## src/rtl/onewire_rom_rx_if.sv

```systemverilog
// Bus between the 1-Wire bit-slot layer / search controller and the ROM-ID receiver.
// master: controller side (drives start/abort/bit strobe, reads results).
// slave : receiver side (onewire_rom_rx).
//   start, abort, bit_valid, bit_in : controller -> receiver
//   busy, done, crc_ok, timeout_err : receiver status
//   rom_code[63:0], bit_cnt[6:0]    : captured code and accepted-bit count
interface onewire_rom_rx_if;
  localparam int unsigned CODE_W = 64;
  localparam int unsigned CNT_W  = 7;

  logic              start;
  logic              abort;
  logic              bit_valid;
  logic              bit_in;
  logic              busy;
  logic              done;
  logic              crc_ok;
  logic [CODE_W-1:0] rom_code;
  logic [CNT_W-1:0]  bit_cnt;
  logic              timeout_err;

  modport master (
    output start, abort, bit_valid, bit_in,
    input  busy, done, crc_ok, rom_code, bit_cnt, timeout_err
  );

  modport slave (
    input  start, abort, bit_valid, bit_in,
    output busy, done, crc_ok, rom_code, bit_cnt, timeout_err
  );
endinterface

```

## src/rtl/onewire_rom_rx.sv

```systemverilog
// 1-Wire ROM-ID receiver: assembles the 64-bit ROM code LSB-first from the bit-slot
// layer, runs the Dallas/Maxim CRC8 (x^8+x^5+x^4+1) serially over all 64 bits and
// reports the code plus a pass/fail flag.
// Optional feature macro: ONEWIRE_RX_TIMEOUT_EN (inter-bit timeout, TIMEOUT_CYCLES).
// Ports:
//   clk  : system clock, rising edge
//   rst  : synchronous active-high reset
//   rx   : onewire_rom_rx_if.slave (start/abort/bit_valid/bit_in in;
//          busy/done/crc_ok/rom_code/bit_cnt/timeout_err out, all registered)
module onewire_rom_rx #(
  parameter bit REJECT_ZERO = 1'b1
`ifdef ONEWIRE_RX_TIMEOUT_EN
  ,
  parameter int unsigned TIMEOUT_CYCLES = 50000
`endif
) (
  input  logic                 clk,
  input  logic                 rst,
  onewire_rom_rx_if.slave      rx
);

  localparam int unsigned CODE_W   = 64;
  localparam int unsigned CNT_W    = 7;
  localparam int unsigned CRC_W    = 8;
  localparam logic [CNT_W-1:0] LAST_BIT = CNT_W'(CODE_W - 1);
  localparam logic [CRC_W-1:0] CRC_POLY = 8'h8C;  // reflected x^8+x^5+x^4+1

  typedef enum logic [1:0] {
    ST_IDLE  = 2'd0,
    ST_RECV  = 2'd1,
    ST_CHECK = 2'd2,
    ST_DONE  = 2'd3
  } state_e;

  state_e              state_q, state_d;
  logic [CODE_W-1:0]   rom_q, rom_d;
  logic [CRC_W-1:0]    crc_q, crc_d;
  logic [CNT_W-1:0]    cnt_q, cnt_d;
  logic                crc_ok_q, crc_ok_d;
  logic                busy_q, busy_d;
  logic                done_q, done_d;
  logic                fb;

`ifdef ONEWIRE_RX_TIMEOUT_EN
  localparam int unsigned TMO_W = (TIMEOUT_CYCLES > 2) ? $clog2(TIMEOUT_CYCLES) : 1;
  localparam logic [TMO_W-1:0] TMO_LAST = TMO_W'(TIMEOUT_CYCLES - 1);

  logic [TMO_W-1:0]    tmo_q, tmo_d;
  logic                tmo_err_q, tmo_err_d;
`endif

  // State and datapath registers
  always_ff @(posedge clk) begin
    if (rst) begin
      state_q   <= ST_IDLE;
      rom_q     <= '0;
      crc_q     <= '0;
      cnt_q     <= '0;
      crc_ok_q  <= 1'b0;
      busy_q    <= 1'b0;
      done_q    <= 1'b0;
`ifdef ONEWIRE_RX_TIMEOUT_EN
      tmo_q     <= '0;
      tmo_err_q <= 1'b0;
`endif
    end else begin
      state_q   <= state_d;
      rom_q     <= rom_d;
      crc_q     <= crc_d;
      cnt_q     <= cnt_d;
      crc_ok_q  <= crc_ok_d;
      busy_q    <= busy_d;
      done_q    <= done_d;
`ifdef ONEWIRE_RX_TIMEOUT_EN
      tmo_q     <= tmo_d;
      tmo_err_q <= tmo_err_d;
`endif
    end
  end

  // Next-state, shift/CRC datapath and registered-output next values
  always_comb begin
    state_d   = state_q;
    rom_d     = rom_q;
    crc_d     = crc_q;
    cnt_d     = cnt_q;
    crc_ok_d  = crc_ok_q;
    fb        = 1'b0;
`ifdef ONEWIRE_RX_TIMEOUT_EN
    tmo_d     = tmo_q;
    tmo_err_d = 1'b0;
`endif

    unique case (state_q)
      ST_IDLE: begin
        // abort outranks a simultaneous start
        if (rx.start && !rx.abort) begin
          state_d  = ST_RECV;
          rom_d    = '0;
          crc_d    = '0;
          cnt_d    = '0;
          crc_ok_d = 1'b0;
`ifdef ONEWIRE_RX_TIMEOUT_EN
          tmo_d    = '0;
`endif
        end
      end

      ST_RECV: begin
        if (rx.abort) begin
          // partial code is left in rom_q for debug
          state_d  = ST_IDLE;
          crc_ok_d = 1'b0;
        end else if (rx.bit_valid) begin
          rom_d = {rx.bit_in, rom_q[CODE_W-1:1]};
          fb    = crc_q[0] ^ rx.bit_in;
          crc_d = {1'b0, crc_q[CRC_W-1:1]} ^ (fb ? CRC_POLY : '0);
          cnt_d = cnt_q + CNT_W'(1);
`ifdef ONEWIRE_RX_TIMEOUT_EN
          tmo_d = '0;
`endif
          if (cnt_q == LAST_BIT) begin
            state_d = ST_CHECK;
          end
        end
`ifdef ONEWIRE_RX_TIMEOUT_EN
        // a bit arriving on the expiry cycle wins (handled above)
        else if (tmo_q == TMO_LAST) begin
          state_d   = ST_IDLE;
          crc_ok_d  = 1'b0;
          tmo_err_d = 1'b1;
        end else begin
          tmo_d = tmo_q + TMO_W'(1);
        end
`endif
      end

      ST_CHECK: begin
        if (rx.abort) begin
          state_d  = ST_IDLE;
          crc_ok_d = 1'b0;
        end else begin
          // all-zero code has a zero residue, so it is rejected explicitly
          crc_ok_d = (crc_q == '0) && !(REJECT_ZERO && (rom_q == '0));
          state_d  = ST_DONE;
        end
      end

      ST_DONE: begin
        state_d = ST_IDLE;
      end

      default: begin
        state_d = ST_IDLE;
      end
    endcase

    busy_d = (state_d == ST_RECV) || (state_d == ST_CHECK);
    done_d = (state_d == ST_DONE);
  end

  assign rx.busy     = busy_q;
  assign rx.done     = done_q;
  assign rx.crc_ok   = crc_ok_q;
  assign rx.rom_code = rom_q;
  assign rx.bit_cnt  = cnt_q;

`ifdef ONEWIRE_RX_TIMEOUT_EN
  assign rx.timeout_err = tmo_err_q;
`else
  assign rx.timeout_err = 1'b0;
`endif

endmodule

```

## src/flat_wrapper.sv

```systemverilog
// flat-port wrapper written by rule: the top's interface ports become plain ports
module onewire_rom_rx_flat 
#(
  parameter bit REJECT_ZERO = 1'b1

)
  (clk, rst, rx_start, rx_abort, rx_bit_valid, rx_bit_in, rx_busy, rx_done, rx_crc_ok, rx_rom_code, rx_bit_cnt, rx_timeout_err);
  onewire_rom_rx_if rx_i ();
  input  logic clk;
  input  logic rst;
  input wire logic [$bits(rx_i.start)-1:0] rx_start;
  input wire logic [$bits(rx_i.abort)-1:0] rx_abort;
  input wire logic [$bits(rx_i.bit_valid)-1:0] rx_bit_valid;
  input wire logic [$bits(rx_i.bit_in)-1:0] rx_bit_in;
  output wire logic [$bits(rx_i.busy)-1:0] rx_busy;
  output wire logic [$bits(rx_i.done)-1:0] rx_done;
  output wire logic [$bits(rx_i.crc_ok)-1:0] rx_crc_ok;
  output wire logic [$bits(rx_i.rom_code)-1:0] rx_rom_code;
  output wire logic [$bits(rx_i.bit_cnt)-1:0] rx_bit_cnt;
  output wire logic [$bits(rx_i.timeout_err)-1:0] rx_timeout_err;
  assign rx_i.start = rx_start;
  assign rx_i.abort = rx_abort;
  assign rx_i.bit_valid = rx_bit_valid;
  assign rx_i.bit_in = rx_bit_in;
  assign rx_busy = rx_i.busy;
  assign rx_done = rx_i.done;
  assign rx_crc_ok = rx_i.crc_ok;
  assign rx_rom_code = rx_i.rom_code;
  assign rx_bit_cnt = rx_i.bit_cnt;
  assign rx_timeout_err = rx_i.timeout_err;
  onewire_rom_rx #(.REJECT_ZERO(REJECT_ZERO)) u_core (.clk(clk), .rst(rst), .rx(rx_i));
endmodule
```

## config.mk

```make
export PLATFORM = sky130hd
export DESIGN_NAME = onewire_rom_rx_flat
export DESIGN_NICKNAME = d
export VERILOG_FILES = /design/src/rtl/onewire_rom_rx_if.sv /design/src/rtl/onewire_rom_rx.sv /design/src/flat_wrapper.sv
export SDC_FILE = /design/constraint.sdc
export NUM_CORES = 1
export LEC_CHECK = 0
export ABC_AREA = 0
export CAP_MARGIN = 20
export CORE_MARGIN = 2
export CORE_UTILIZATION = 44
export CTS_CLUSTER_DIAMETER = 80
export CTS_CLUSTER_SIZE = 8
export DETAILED_ROUTE_END_ITERATION = 16
export PLACE_DENSITY = 0.74
export SLEW_MARGIN = 20
export SYNTH_ARGS = -nofsm -noshare
export SYNTH_HDL_FRONTEND = slang
export SYNTH_SLANG_ARGS = --single-unit
```

## constraint.sdc

```tcl
create_clock -name clk -period 1.5 [get_ports clk]
set_input_delay 0.225 -clock clk [delete_from_list [all_inputs] [get_ports clk]]
set_output_delay 0.225 -clock clk [all_outputs]
set_load 0.03 [all_outputs]
```

==> results.txt <==
Clk Latency, worst-skew pair -> 0.35 ns
Violated checks -> negative setup slack
Synth Cell Area -> 3200 µm²
Critical Path Slowest Stage Cell -> dfxtp_4
CTS tree -> yes
Hold Path Class -> input pin to register
Seq cells post-synth -> 84
Fmax -> 0.656 GHz
CP cell instances -> ha_4 -> nand3_4 -> nor4_4 -> o22a_1 -> nor2_1 -> ha_1 -> nor2b_1
Antenna cell count -> 0
Ports -> 81
DRC errors left -> 0
Mapped Avg Cell Area -> 9.16 µm²
DP Worst Slack -> -0.361 ns
Synth top area share -> 52.5%
Pin count of the biggest net entering global routing -> 51
Die ar. -> 7980 µm²
Overall Power -> 0.00429 W
Total Nets Final -> 466
Final Hold Viols -> 0
Final setup violation count -> 1
Post-Route Utilization -> 64.0%
Final WL -> 8.17 mm
Initial cell density of the core -> 44.9%
Remaining antenna violation count after routing -> 0
Vias in the first global route -> 2,723
Largest area contributor in the netlist -> dfxtp_1
Final min period -> 1.52 ns
R2R Setup Slk -> -0.02 ns
Yosys warnings -> 0
Gr ovfl total -> 0
CTS Buf Count -> 9
Initial DRC count -> 137
Die W -> 89.3 µm
GR Util All Layers -> 21.1%
WP data required -> 1.74 ns
Fin worst setup slack -> -0.0242 ns
Clk sinks -> 84
Max FO, Critical Path -> 4
Core footprint -> 7140 µm²
Hold slack -> 0.241 ns
Drt pass-1 iters -> 4
Syn-to-layout area delta -> 42.4%
Power per cell area -> 940 nW/µm²
Worst vdd ir -> 0.540 mV
Post-synthesis cell type count -> 33
Cell Rows -> 31
Nature of the critical path endpoint -> register
Startpoint Class -> register
Final period utilization -> 102%
Buffers on Ports -> 79
Synth top area cells -> dfxtp_1 (52%), a22oi_1 (14%), nor2_1 (8.4%)
H-tree levels -> 3
DIE HEIGHT -> 89.3 µm
Syn_nets -> 358
Gpl congestion -> 0.829
RSZ-0062 raised after global routing -> yes
Arrival time at the worst endpoint -> 1.76 ns
Worst-case clock buffer depth -> 2
Cell count after synthesis -> 350
Sequential share of the synthesized area -> 52.5%
Finished Layout Cells -> 562
CTS root buffer -> clkbuf_8
Dpl cells -> 545
Slowest stage delay, CP -> 0.36 ns
Max Slew Vio Count -> 0
Final HPWL DP -> 5.56 mm
Leakage -> 2.02 nW
Share of post-route cells with drive strength above 1 -> 17.5%
Antenna violations before repair -> 0
Clock-pin slew on the worst setup and hold paths -> 0.08 ns
Routed len/inst -> 14.5 µm
Status -> finished, violations left
Via density -> 5.43
Final Skew -> 0.00739 ns
First-pass GRT wire length -> 13.1 mm
Vias post-DR -> 3,052
Max Cap Viol -> 0
Critical path class -> register to register
## kinds of logic after synthesis
kind of cell	count (synthesis)	synth area share, %
adders and majority gates	2	0.781
AOI/OAI and AO/OA	83	18.1
other	1	0.117
xor gates and xnor gates	7	1.91
muxes	1	0.468
DFF	84	52.5
and+or+nand+nor	142	20.9
buffers and inverters	30	5.27
## area by class of cell
| type | instances | area, µm² |
|---|---|---|
| clock buffers | 11 | 151 |
| clock inverters | 5 | 82.6 |
| fillers | 645 | 2570 |
| inverters | 3 | 11.3 |
| multi-input cells | 236 | 1420 |
| flip-flops and latches | 84 | 1700 |
| well taps | 99 | 124 |
| repair buffers | 124 | 1080 |
## metal layers
metal	wire length, µm	track usage (%)
met5	0	0
met1	3770	29.3
met4	154	9.63
met3	443	3.88
met2	3800	31.9
## per-stage QoR
| step | instance area, µm² | setup TNS (ns) |
|---|---|---|
| floorplan | 3240 | -0.0473 |
| global placement | 4370 | -11.66 |
| detailed placement | 4370 | -12.95 |
| CTS | 4540 | 0 |
| global route | 4560 | -0.113 |
| finish | 4560 | -0.0242 |
## where the power goes
group          switching [W]  internal [W]
clock network       0.000809       0.00103
registers         0.00000462       0.00223
logic               0.000141     0.0000755
total               0.000955       0.00334
## cell usage after synthesis
master	n
a21oi_1	16
a22oi_1	61
a31o_2	1
a31oi_1	1
and2_1	2
and3_1	1
buf_2	9
buf_4	2
buf_6	5
clkbuf_1	11
conb_1	1
dfxtp_1	84
ha_1	2
inv_1	3
mux2_4	1
nand2_1	13
nand2_2	1
nand2b_1	1
nand3_1	14
nand4_1	7
nand4b_1	1
nand4bb_1	1
nor2_1	72
nor2_2	1
nor2b_1	4
nor3_1	2
nor3_2	1
nor4_1	20
o21ai_0	2
o221ai_1	1
o22a_1	1
or4_1	1
xor2_1	7
## critical path, delay by kind of cell, from the launching register on
family                     cells  cell delay [ns]
adders and majority gates      2             0.42
DFF                            1             0.36
and+or+nand+nor                4             0.42
AOI/OAI and AO/OA              1             0.20
## registers in the layout, summed over array words and instances, names as in the netlist
| register | count |
|---|---|
| u_core.rx.rom_code | 64 |
| u_core.crc_q | 8 |
| u_core.rx.bit_cnt | 7 |
| u_core.state_q | 2 |
| u_core.rx.busy | 1 |
| u_core.rx.crc_ok | 1 |
| u_core.rx.done | 1 |
## path summary, 6_finish.rpt
path	endpoint	start	cells past startpoint
worst min-delay path	u_core.rx.busy	rst	2
worst max-delay path	u_core.rx.busy	u_core.rx.bit_cnt[1]	7
worst min register to register	u_core.crc_q[7]	u_core.crc_q[7]	2
worst max register to register	u_core.rx.busy	u_core.rx.bit_cnt[1]	7
## layout by cell type, fill, tap and decap left out, types with 2 or more instances in the layout
cell	instances
dfxtp_1	77
nor2_1	72
dlygate4sd2_1	65
a22oi_1	61
buf_4	42
a21oi_1	16
nor4_1	16
nand2_1	13
nand3_1	13
clkbuf_8	11
clkdlybuf4s15_1	9
xor2_1	7
nand4_1	7
dfxtp_2	5
nor2b_1	4
clkdlybuf4s50_1	4
inv_1	3
nor4_2	3
buf_12	3
nor3_1	2
o21ai_0	2
bufinv_16	2
dfxtp_4	2
## timing repair
item                       in CTS  in global routing
gates cloned                    0                  0
buffers inserted                1                  0
pin swaps                       1                  0
hold buffers                    0                  0
setup endpoints to repair      76                 71
gates resized for setup        78                 12
No activity file was read; power rests on OpenSTA's default activity.
